==> src/rtl/uart_tx_frame_serializer.sv <==
// UART transmit frame engine: one parallel word per handshake, sent LSB-first as
// start / data / optional parity / one or two stop bits, one bit per CLK.
module uart_tx_frame_serializer #(
  parameter int DATA_WIDTH = 8
) (
  input  logic                  CLK,
  input  logic                  RST,
  input  logic [DATA_WIDTH-1:0] P_DATA,
  input  logic                  DATA_VALID,
  input  logic                  PAR_EN,
  input  logic [1:0]            PAR_TYP,
  input  logic                  STOP2,
  output logic                  READY,
  output logic                  TX_OUT,
  output logic                  BUSY,
  output logic                  FRAME_DONE
);

  localparam int CNT_W = $clog2(DATA_WIDTH);
  localparam logic [CNT_W-1:0] LAST_BIT = CNT_W'(DATA_WIDTH - 1);

  typedef enum logic [2:0] {
    S_IDLE, S_START, S_DATA, S_PARITY, S_STOP1, S_STOP2
  } state_t;

  typedef struct packed {
    logic [DATA_WIDTH-1:0] data;
    logic                  par_en;
    logic [1:0]            par_typ;
    logic                  stop2;
  } frame_cfg_t;

  state_t           state, state_nxt;
  logic [CNT_W-1:0] cnt, cnt_nxt;
  frame_cfg_t       cfg, cfg_nxt;
  logic             final_stop, accept, par, tx_nxt, done_nxt;

  // Final stop cycle is the only point inside a frame where a new word may land.
  always_comb begin
    final_stop = (state == S_STOP2) || (state == S_STOP1 && !cfg.stop2);
    READY      = (state == S_IDLE) || final_stop;
    accept     = DATA_VALID && READY;
  end

  always_comb begin
    cfg_nxt = cfg;
    if (accept) begin
      cfg_nxt.data    = P_DATA;
      cfg_nxt.par_en  = PAR_EN;
      cfg_nxt.par_typ = PAR_TYP;
      cfg_nxt.stop2   = STOP2;
    end
  end

  // par_typ[1] selects stick mode, where par_typ[0] is the bit itself;
  // otherwise par_typ[0] flips even into odd.
  always_comb begin
    if (cfg.par_typ[1]) par = cfg.par_typ[0];
    else                par = (^cfg.data) ^ cfg.par_typ[0];
  end

  always_comb begin
    state_nxt = state;
    cnt_nxt   = cnt;
    case (state)
      S_IDLE:   if (accept) state_nxt = S_START;
      S_START: begin
        state_nxt = S_DATA;
        cnt_nxt   = '0;
      end
      S_DATA: begin
        if (cnt == LAST_BIT) state_nxt = cfg.par_en ? S_PARITY : S_STOP1;
        else                 cnt_nxt   = cnt + 1'b1;
      end
      S_PARITY: state_nxt = S_STOP1;
      S_STOP1: begin
        if (cfg.stop2)   state_nxt = S_STOP2;
        else if (accept) state_nxt = S_START;
        else             state_nxt = S_IDLE;
      end
      S_STOP2:  state_nxt = accept ? S_START : S_IDLE;
      default:  state_nxt = S_IDLE;
    endcase
  end

  // Line level is decoded from the next state so TX_OUT comes straight off a flop.
  always_comb begin
    tx_nxt = 1'b1;
    case (state_nxt)
      S_START:  tx_nxt = 1'b0;
      S_DATA:   tx_nxt = cfg.data[cnt_nxt];
      S_PARITY: tx_nxt = par;
      default:  tx_nxt = 1'b1;
    endcase
    done_nxt = (state_nxt == S_STOP2) || (state_nxt == S_STOP1 && !cfg.stop2);
  end

  always_ff @(posedge CLK or negedge RST) begin
    if (!RST) begin
      state      <= S_IDLE;
      cnt        <= '0;
      cfg        <= '0;
      TX_OUT     <= 1'b1;
      BUSY       <= 1'b0;
      FRAME_DONE <= 1'b0;
    end else begin
      state      <= state_nxt;
      cnt        <= cnt_nxt;
      cfg        <= cfg_nxt;
      TX_OUT     <= tx_nxt;
      BUSY       <= (state_nxt != S_IDLE);
      FRAME_DONE <= done_nxt;
    end
  end

endmodule

==> config.mk <==
export PLATFORM = sky130hd
export DESIGN_NAME = uart_tx_frame_serializer
export DESIGN_NICKNAME = d
export VERILOG_FILES = /design/src/rtl/uart_tx_frame_serializer.sv
export SDC_FILE = /design/constraint.sdc
export NUM_CORES = 1
export LEC_CHECK = 0
export BUFFER_PORTS_ARGS = -buffer_cell sky130_fd_sc_hd__buf_2
export CORE_MARGIN = 3
export CORE_UTILIZATION = 40
export CTS_CLUSTER_DIAMETER = 150
export CTS_CLUSTER_SIZE = 25
export DETAILED_ROUTE_END_ITERATION = 7
export PLACE_DENSITY_LB_ADDON = 0.15
export REMOVE_ABC_BUFFERS = 1
export SKIP_LAST_GASP = 1
export SYNTH_ARGS = -nofsm -noshare
export SYNTH_HDL_FRONTEND = slang
export SYNTH_SLANG_ARGS = --single-unit
export TNS_END_PERCENT = 100
==> constraint.sdc <==
create_clock -name CLK -period 2 [get_ports CLK]
set_input_delay 0.1 -clock CLK [delete_from_list [all_inputs] [get_ports CLK]]
set_output_delay 0.1 -clock CLK [all_outputs]
set_load 0.03 [all_outputs]
==> results of run 1 <==
==> power breakdown <==
group          leakage, nW  total, mW  switching (mW)  internal, mW
Clock               0.0177      0.201           0.126        0.0746
Sequential           0.253      0.858           0.210         0.648
Combinational        0.358       1.57           0.806         0.763
==> cells in the mapped netlist (2+ instances only) <==
master,number,share of area (%)
sky130_fd_sc_hd__o21ai_0,3,1.3
sky130_fd_sc_hd__buf_4,2,1.3
sky130_fd_sc_hd__nor2_1,2,0.66
sky130_fd_sc_hd__inv_1,5,1.7
sky130_fd_sc_hd__xnor2_1,5,3.9
sky130_fd_sc_hd__nand2_1,4,1.3
sky130_fd_sc_hd__mux2_2,4,4.0
sky130_fd_sc_hd__xor2_1,2,1.5
sky130_fd_sc_hd__nor2b_1,3,1.7
sky130_fd_sc_hd__buf_6,2,2.0
sky130_fd_sc_hd__o311a_1,2,1.8
sky130_fd_sc_hd__and3_2,2,1.3
sky130_fd_sc_hd__a21oi_1,4,1.8
sky130_fd_sc_hd__mux2_1,8,8.0
sky130_fd_sc_hd__dfrtp_1,20,44
sky130_fd_sc_hd__mux2i_1,2,1.8
sky130_fd_sc_hd__o211ai_1,2,1.3
sky130_fd_sc_hd__nor4_1,2,1.1
sky130_fd_sc_hd__a21boi_0,2,1.3
==> cell usage in the layout (no fill, tap or decap), types with 2 or more instances in the layout <==
| cell | instances |
|---|---|
| sky130_fd_sc_hd__mux2_1 | 8 |
| sky130_fd_sc_hd__xnor2_1 | 5 |
| sky130_fd_sc_hd__xor2_1 | 2 |
| sky130_fd_sc_hd__mux2_2 | 4 |
| sky130_fd_sc_hd__nand2_2 | 2 |
| sky130_fd_sc_hd__nand2_1 | 3 |
| sky130_fd_sc_hd__mux2i_1 | 2 |
| sky130_fd_sc_hd__nor2b_1 | 3 |
| sky130_fd_sc_hd__a21oi_1 | 3 |
| sky130_fd_sc_hd__o21ai_0 | 3 |
| sky130_fd_sc_hd__dfrtp_1 | 20 |
| sky130_fd_sc_hd__nor2_1 | 2 |
| sky130_fd_sc_hd__dlygate4sd3_1 | 6 |
| sky130_fd_sc_hd__buf_4 | 6 |
| sky130_fd_sc_hd__inv_1 | 5 |
| sky130_fd_sc_hd__a21oi_2 | 2 |
| sky130_fd_sc_hd__a21boi_0 | 2 |
| sky130_fd_sc_hd__clkbuf_4 | 3 |
| sky130_fd_sc_hd__o311a_1 | 2 |
| sky130_fd_sc_hd__buf_2 | 18 |
| sky130_fd_sc_hd__nor4_1 | 2 |
| sky130_fd_sc_hd__and3_2 | 2 |
| sky130_fd_sc_hd__o211ai_1 | 2 |
==> state kept, by name, summed over array words and instances, names as in the netlist <==
register	cells
cfg	12
cnt	3
state	3
BUSY	1
FRAME_DONE	1
TX_OUT	1
==> per-stage QoR <==
step / setup TNS, ns / total power [mW] / hold slack, ns
final: 0 / 2.628 / 0.01473
after global routing: -0.06753 / 2.848 / 0.002847
after CTS: 0 / 2.549 / 0.003211
after detailed placement: -1.168 / 2.317 / 0.07950
after global placement: -0.3694 / 2.267 / 0.07203
after floorplan: 0 / 1.944 / -0.1956
==> layout make-up <==
class                   count  area, um2  share of cell area (%)
well taps                  30      37.54                   2.700
clock buffers               3      22.52                   1.620
clock inverters             1      5.005                  0.3600
multi-input cells          67      584.3                   42.03
flip-flops and latches     21      526.8                   37.89
repair buffers             30      195.2                   14.04
inverters                   5      18.77                   1.350
==> per-layer routing <==
metal | vias to the layer above | GRT usage (%) | routed length, um
li1 | 412 | - | -
met1 | 413 | 17.79 | 1023
met2 | 15 | 23.71 | 1141
met3 | 4 | 3.268 | 94
met4 | 0 | 6.472 | 27
met5 | - | 0 | 0
==> how the worst max path moves through the flow <==
stage / from / end / slack [ns] / depth (start not counted)
global route: cnt[0]$_DFF_PN0_ / TX_OUT$_DFF_PN1_ / -0.05 / 8
CTS: cnt[0]$_DFF_PN0_ / TX_OUT$_DFF_PN1_ / 0.02 / 7
floorplan: cnt[1]$_DFF_PN0_ / cfg[0]$_DFFE_PN0P_ / 0.12 / 7
global placement: cnt[0]$_DFF_PN0_ / cfg[2]$_DFFE_PN0P_ / -0.05 / 6
finish: cnt[0]$_DFF_PN0_ / cfg[1]$_DFFE_PN0P_ / 0.04 / 7
detailed placement: cnt[0]$_DFF_PN0_ / cfg[6]$_DFFE_PN0P_ / -0.11 / 6
==> critical path, delay by kind of cell (launching register included) <==
| kind | cells | cell delay (ns) |
|---|---|---|
| AOI/OAI and AO/OA | 3 | 0.54 |
| DFF | 1 | 0.41 |
| muxes | 1 | 0.35 |
| and+or+nand+nor | 2 | 0.33 |
| adders and majority gates | 1 | 0.23 |
==> kinds of logic after synthesis <==
| kind of cell | after synthesis |
|---|---|
| AO/OA/AOI/OAI | 25 |
| flip-flops | 21 |
| AND/OR/NAND/NOR | 19 |
| multiplexers | 14 |
| buffers and inverters | 9 |
| XOR/XNOR | 7 |
| adder cells (fa/ha/maj) | 1 |
==> repair_timing <==
item,in CTS,in global routing
gates resized for setup,2,3
cloned,0,1
endpoints found under the setup margin,13,12
buffers inserted,0,1
pin swaps,0,1
hold endpoints to repair,24,1
hold buffers,5,1
==> results.json, run 1 <==
{
  "worst_r2r_path_depth": 7,
  "area_share_of_and_or_nand_nor_cells_after_synthesis_pct": 10.17,
  "run_status": "complete, no violations",
  "clk-insertion-delay-late_ns": 0.30,
  "floorplan.initialDensity_pct": 43.72,
  "dpl-instance-area_um2": 1260,
  "area_growth_pct": 22.76,
  "synth_top_family_by_area": "compound AO/OA/AOI/OAI gates",
  "post_synth.cell_area_avg_um2": 11.80,
  "drtAntennaViolNets": 0,
  "synth_compound_gate_area_share_pct": 18.12,
  "num-nets-final": 144,
  "routed_via_density": 5.376,
  "route.detailed.drc": 0,
  "path_clk_slew_ns": 0.11,
  "netlist-cell-type-count": 39,
  "synth_xor_xnor_area_share_pct": 5.414,
  "fmax_mhz": 510.0,
  "worst_min_delay_path_startpoint": "P_DATA[5]",
  "power_leakage_nw": 0.6289,
  "timing.final.crit_share_pct": 98.03,
  "setup.worst_path.end_class": "register",
  "worst_pin_slew_ns": 0.4798,
  "asyncSetResetFlopFracSynth_pct": 100.0,
  "global_route.usage.total_pct": 14.38,
  "reg2reg_to": "cfg[1]$_DFFE_PN0P_",
  "setup.reg_to_reg.worst_slack_ns": 0.04,
  "ys.flop_type": "sky130_fd_sc_hd__dfrtp_1",
  "synth_cells": 96,
  "total_clock_buffers_created_by_cts": 3,
  "synth-seq-area-share_pct": 46.52,
  "ys_ff_latch": 21,
  "timing.final.max_slew_violations": 0,
  "dr_total_vias": 844,
  "synth_area_um2": 1132,
  "dp.final_hpwl_mm": 1.619,
  "clock_sink_count": 21,
  "drt-total-wl_mm": 2.286,
  "clock-skew-final_ns": 0.001010,
  "post_synth_mux_area_share_pct": 13.70,
  "gr-total-overflow": 0,
  "row_count": 18,
  "worstPathCellList": "ha_1, nand2_2, o21ai_0, a22o_2, nor2_4, o21ai_2, mux2_1",
  "max_slew_margin_pct": 68.01,
  "postLayoutCellArea_um2": 1390,
  "max_stage_delay_ns": 0.41,
  "antenna_cells": 0,
  "critPathLaunchType": "register",
  "post-route-min-period_ns": 1.961,
  "setup_viol": 0,
  "core_utilization_of_the_finished_layout_pct": 53.67,
  "place_inst": 145,
  "finalWorstSetupSlack_ns": 0.03936,
  "cts_tree": "done",
  "grt_start_max_net_pins": 22,
  "worst_r2r_startpoint": "cnt[0]$_DFF_PN0_",
  "post-place-ws_ns": -0.1115,
  "hold-path-cell-count": 2,
  "synth_warn": 0,
  "max_cap_viol_count": 0,
  "min_delay_worst_endpoint": "cfg[9]$_DFFE_PN0P_",
  "wl_per_cell_um": 14.56,
  "cellPowerDensity_nw_per_um2": 1890,
  "root_buffer": "sky130_fd_sc_hd__clkbuf_4",
  "fin_cells": 157,
  "worst_ir_drop_vdd_uv": 888.2,
  "synth_enable_flop_cells": 0,
  "antenna_violations_before_repair": 0,
  "place.port_buffers": 18,
  "die_w_um": 59.21,
  "number_of_hold_violations_in_the_final_report": 0,
  "worstPathRequired_ns": 2.20,
  "worst_ep_arrival_time_ns": 2.16,
  "via_count_of_the_first_global_routing_pass": 904,
  "top_level_ports": 19,
  "rsz0062_at_grt": "yes",
  "layout-drive-gt1-share_pct": 37.01,
  "chipHeight_um": 59.21,
  "min_path_type": "in2reg",
  "drt-initial-drc-count": 22,
  "synth-adder-area-share_pct": 1.105,
  "n_fill_cell": 250,
  "place.gp.congestion": 0.7339,
  "die_area_um2": 3505,
  "cpMaxStageDelayCell": "sky130_fd_sc_hd__dfrtp_1",
  "firstDrtPassIters": 4,
  "grt_first_pass_wirelength_mm": 3.843,
  "clk_path_buf_depth": 2,
  "crit_path_max_fanout": 7,
  "timing_worst_setup_path_type": "reg2reg",
  "cts_htree_levels": 1,
  "core_region_area_um2": 2590
}
No activity file was read; power rests on OpenSTA's default activity.
==> inputs of run 2 (changes only) <==
==> constraint.sdc (replaced) <==
create_clock -name CLK -period 1.7 [get_ports CLK]
set_input_delay 0.34 -clock CLK [delete_from_list [all_inputs] [get_ports CLK]]
set_output_delay 0.34 -clock CLK [all_outputs]
set_load 0.03 [all_outputs]
==> results.json, run 2 (synthesized netlist as in run 1, its figures left out) <==
{
  "run_status": "complete, but fails checks",
  "violations": "negative setup slack",
  "post-place-ws_ns": -0.2542,
  "combinational_share_of_power_pct": 65.2,
  "cts_tree": "done",
  "global_route.usage.total_pct": 15.79,
  "path_clk_slew_ns": 0.11,
  "timing.final.crit_share_pct": 107.4,
  "postLayoutCellArea_um2": 1535,
  "worst_ir_drop_vdd_uv": 1658,
  "drt-total-wl_mm": 2.309,
  "dpl-instance-area_um2": 1370,
  "net_sw_share_pct": 39.75,
  "drtAntennaViolNets": 0,
  "chipHeight_um": 59.21,
  "worst_min_delay_path_startpoint": "P_DATA[0]",
  "place.gp.congestion": 0.9164,
  "firstDrtPassIters": 4,
  "worst_ep_arrival_time_ns": 2.05,
  "row_count": 18,
  "layout.cells.most_common": "sky130_fd_sc_hd__buf_4",
  "number_of_hold_violations_in_the_final_report": 0,
  "reg_top3": "cfg x12, cnt x3, state x3",
  "totalPowerFinal_mw": 3.585,
  "clk-insertion-delay-late_ns": 0.29,
  "pwr-share-seq_pct": 28.5,
  "layout-drive-gt1-share_pct": 48.55,
  "clock-skew-final_ns": 0.004851,
  "via_count_of_the_first_global_routing_pass": 999,
  "timing_worst_setup_path_type": "reg2reg",
  "fmax_mhz": 547.7,
  "setup.worst_path.end_class": "register",
  "max_slew_margin_pct": 69.40,
  "grt_start_max_net_pins": 22,
  "biggest_register": "cfg",
  "power_switching_mw": 1.425,
  "die_area_um2": 3505,
  "clk_path_buf_depth": 2,
  "top_level_ports": 19,
  "antenna_violations_before_repair": 0,
  "core_region_area_um2": 2590,
  "place_inst": 158,
  "antenna_cells": 0,
  "wl_per_cell_um": 13.74,
  "num-nets-final": 155,
  "grt_first_pass_wirelength_mm": 4.271,
  "largest_reg_flops": 12,
  "rsz0062_at_grt": "yes",
  "root_buffer": "sky130_fd_sc_hd__clkbuf_4",
  "fin_cells": 168,
  "post-route-min-period_ns": 1.826,
  "place.port_buffers": 18,
  "route.detailed.drc": 0,
  "finalWorstSetupSlack_ns": -0.1257,
  "core_utilization_of_the_finished_layout_pct": 59.28,
  "min_path_type": "in2reg",
  "area_growth_pct": 35.58,
  "timing.final.max_slew_violations": 0,
  "floorplan.initialDensity_pct": 43.72,
  "n_fill_cell": 215,
  "dr_total_vias": 889,
  "routed_via_density": 5.292,
  "dp.final_hpwl_mm": 1.738,
  "cellPowerDensity_nw_per_um2": 2335,
  "commonest_cells_after_routing_fill_and_taps_aside": "19 x sky130_fd_sc_hd__buf_4, 18 x sky130_fd_sc_hd__dfrtp_1, 17 x sky130_fd_sc_hd__buf_2, 8 x sky130_fd_sc_hd__mux2_1",
  "intPower_mw": 2.160,
  "gr-total-overflow": 0,
  "power.share.clock_pct": 6.3,
  "worst_r2r_startpoint": "cnt[0]$_DFF_PN0_",
  "crit_path_max_fanout": 5,
  "max_stage_delay_ns": 0.42,
  "cts_htree_levels": 1,
  "power_leakage_nw": 0.7259,
  "worstPathRequired_ns": 1.93,
  "critPathLaunchType": "register",
  "crit_start": "cnt[0]$_DFF_PN0_",
  "setup_viol": 13,
  "drt-initial-drc-count": 23,
  "worstPathCellList": "buf_4, and3_2, a41oi_2, nand2_2, mux2i_1, o311a_1, a21oi_2",
  "hold-worst-slack_ns": 0.2557,
  "worst_pin_slew_ns": 0.4590,
  "setup_tns_ns": -0.9472,
  "cpMaxStageDelayCell": "sky130_fd_sc_hd__dfrtp_1",
  "die_w_um": 59.21,
  "total_clock_buffers_created_by_cts": 3,
  "max_cap_viol_count": 0,
  "clock_sink_count": 21
}
==> run 2: cell type report <==
class                      instances  area, um2  share of cell area [%]
tap                               30      37.54                   2.445
clock buffer                       4      26.28                   1.711
timing repair buffer              42      295.3                   19.23
multi-input combinational         66      628.1                   40.91
inverter                           5      18.77                   1.222
sequential                        21      529.3                   34.47
==> run 2: final timing paths <==
| path | endpoint | slack, ns | cells after the start |
|---|---|---|---|
| setup reg to reg | TX_OUT$_DFF_PN1_ | -0.13 | 7 |
| max in group asynchronous | TX_OUT$_DFF_PN1_ | 0.83 | 2 |
| hold reg to reg | cfg[4]$_DFFE_PN0P_ | 0.55 | 1 |
| setup / recovery | TX_OUT$_DFF_PN1_ | -0.13 | 7 |
| hold / removal | cfg[4]$_DFFE_PN0P_ | 0.26 | 2 |
| min in group asynchronous | cfg[5]$_DFFE_PN0P_ | 0.52 | 2 |
==> run 2: timing repair <==
action,in CTS,in global routing
hold buffers,1,0
pin swaps,9,5
endpoints found under the setup margin,14,14
gates resized for setup,19,5
setup buffers,4,1
endpoints found under the hold margin,20,0
==> run 2: per-layer routing <==
metal	wire (um)	GRT usage (%)
met1	1031	20.83
met2	1162	26.37
met3	103	2.397
met4	13	5.178
met5	0	0
==> run 2: power groups by stage <==
stage,Sequential (mW),Clock (mW),Combinational (mW)
after detailed placement,0.999,0,2.02
after floorplan,1.02,0,1.26
after global placement,0.992,0,1.97
after global routing,1.06,0.271,2.58
after CTS,1.01,0.241,2.27
final,1.02,0.226,2.34
==> run 2: critical path: cells and delay by family, from the launching register on <==
family	cells	cell delay, ns
compound gates	3	0.70
buf+inv	1	0.15
flops	1	0.42
mux	1	0.15
simple gates	2	0.35
==> inputs of run 3 (changes only) <==
- CORE_ASPECT_RATIO: unset -> 1.5
==> results.json, run 3 (synthesized netlist as in run 1, its figures left out) <==
{
  "cpMaxStageDelayCell": "sky130_fd_sc_hd__dfrtp_1",
  "global_route.usage.total_pct": 15.50,
  "dp.final_hpwl_mm": 1.741,
  "run_status": "complete, but fails checks",
  "post-route-min-period_ns": 1.808,
  "worst_ep_arrival_time_ns": 1.95,
  "fmax_mhz": 553.1,
  "timing_worst_setup_path_type": "reg2reg",
  "routed_via_density": 5.112,
  "final-seq-area_um2": 529.3,
  "wl_per_cell_um": 14.51,
  "min_path_type": "in2async",
  "clk_path_buf_depth": 2,
  "route.detailed.drc": 0,
  "antenna_violations_before_repair": 0,
  "grt_start_max_net_pins": 22,
  "n_fill_cell": 240,
  "die_area_um2": 3518,
  "cellPowerDensity_nw_per_um2": 2452,
  "worst_pin_slew_ns": 0.4599,
  "cts_htree_levels": 1,
  "core_region_area_um2": 2676,
  "antenna_cells": 0,
  "crit_family": "compound AO/OA/AOI/OAI gates",
  "grt_first_pass_wirelength_mm": 4.174,
  "timing.final.max_slew_violations": 0,
  "max_stage_delay_ns": 0.39,
  "gr-total-overflow": 0,
  "commonest_cells_after_routing_fill_and_taps_aside": "18 x sky130_fd_sc_hd__dfrtp_1, 18 x sky130_fd_sc_hd__buf_4, 17 x sky130_fd_sc_hd__buf_2, 8 x sky130_fd_sc_hd__mux2_4, 5 x sky130_fd_sc_hd__xnor2_1",
  "layout-drive-gt1-share_pct": 58.65,
  "die_w_um": 49.44,
  "violations": "negative setup slack",
  "floorplan.initialDensity_pct": 42.31,
  "via_count_of_the_first_global_routing_pass": 928,
  "largest_reg_flops": 12,
  "row_count": 23,
  "clock_sink_count": 21,
  "setup_viol": 13,
  "max_slew_margin_pct": 69.34,
  "firstDrtPassIters": 4,
  "rsz0062_at_grt": "yes",
  "path_clk_slew_ns": 0.07,
  "ctsHoldBuffers": 0,
  "hold-worst-slack_ns": 0.02263,
  "crit_buf_inv": 0,
  "power_leakage_nw": 0.7273,
  "critPathLaunchType": "register",
  "post-place-ws_ns": -0.3163,
  "num-nets-final": 150,
  "worstPathCellList": "ha_2, nand2_4, o21ai_1, a22o_2, nor2_4, o21ai_4, mux2_4",
  "chipHeight_um": 71.17,
  "biggest_register": "cfg",
  "drt-total-wl_mm": 2.466,
  "number_of_hold_violations_in_the_final_report": 0,
  "root_buffer": "sky130_fd_sc_hd__clkbuf_8",
  "dr_total_vias": 869,
  "total_clock_buffers_created_by_cts": 3,
  "worst_ir_drop_vdd_uv": 1191,
  "cts_tree": "done",
  "reg_top3": "cfg x12, cnt x3, state x3",
  "crit_path_max_fanout": 7,
  "totalPowerFinal_mw": 3.823,
  "place.gp.congestion": 0.7335,
  "drtAntennaViolNets": 0,
  "setup.worst_path.end_class": "register",
  "setup_tns_ns": -1.049,
  "timing.final.crit_share_pct": 106.4,
  "place.port_buffers": 18,
  "multi_input_combinational_cell_area_um2": 686.9,
  "area_growth_pct": 37.68,
  "top_level_ports": 19,
  "clk-insertion-delay-late_ns": 0.26,
  "drt-initial-drc-count": 6,
  "max_cap_viol_count": 0,
  "worstPathRequired_ns": 1.85,
  "finalWorstSetupSlack_ns": -0.1080,
  "clock-skew-final_ns": 0.001600
}
[run 3: changes by cell type in the layout (fill, tap and decap cells not counted), sizes merged]
cell         delta
buf             -5
clkbuf          -1
dlygate4sd3     -1
o21ai           +1
clkinv          +1
[run 3: layout make-up]
cell class                      instances  share of cell area [%]
Sequential cell                        21                   33.95
Clock inverter                          1                  0.3210
Multi-Input combinational cell         67                   44.06
Tap cell                               37                   2.969
Inverter                                5                   1.204
Timing Repair Buffer                   36                   14.85
Clock buffer                            3                   2.648
[run 3: final timing paths]
kind	from	endpoint	slack, ns	cells past startpoint
worst max-delay path	cnt[0]$_DFF_PN0_	cfg[4]$_DFFE_PN0P_	-0.11	7
worst min-delay path	RST	cfg[2]$_DFFE_PN0P_	0.02	1
worst max register to register	cnt[0]$_DFF_PN0_	cfg[4]$_DFFE_PN0P_	-0.11	7
worst min register to register	cfg[7]$_DFFE_PN0P_	cfg[7]$_DFFE_PN0P_	0.56	1
max in group asynchronous	RST	TX_OUT$_DFF_PN1_	1.34	1
min in group CLK	P_DATA[3]	cfg[7]$_DFFE_PN0P_	0.31	2
[run 3: stage by stage]
step | area (um2) | utilization [%] | instances
5_1_grt | 1559 | 58.25 | 170
6_report | 1559 | 58.25 | 170
3_3_place_gp | 1344 | 50.21 | 162
2_1_floorplan | 1095 | - | 92
3_5_place_dp | 1344 | 50.21 | 162
4_1_cts | 1518 | 56.71 | 168
[run 3: what timing repair did]
action                                  in CTS  in global routing
buffers inserted                             1                  2
endpoints found under the setup margin      15                 15
cloned                                       1                  0
gates resized for setup                     27                  7
pin swaps                                   10                  9
[run 3: power by group]
part	switching, mW	internal (mW)	total, mW
Combinational	1.13	1.35	2.47
Sequential	0.257	0.769	1.03
Clock	0.160	0.163	0.323
[run 3: layer usage]
layer,global-route usage (%),up-vias,share of wire [%]
met4,6.462,0,1.7
met2,27.31,15,53
met1,18.73,424,42
met3,2.105,5,2.9
li1,-,425,-
met5,0,-,0
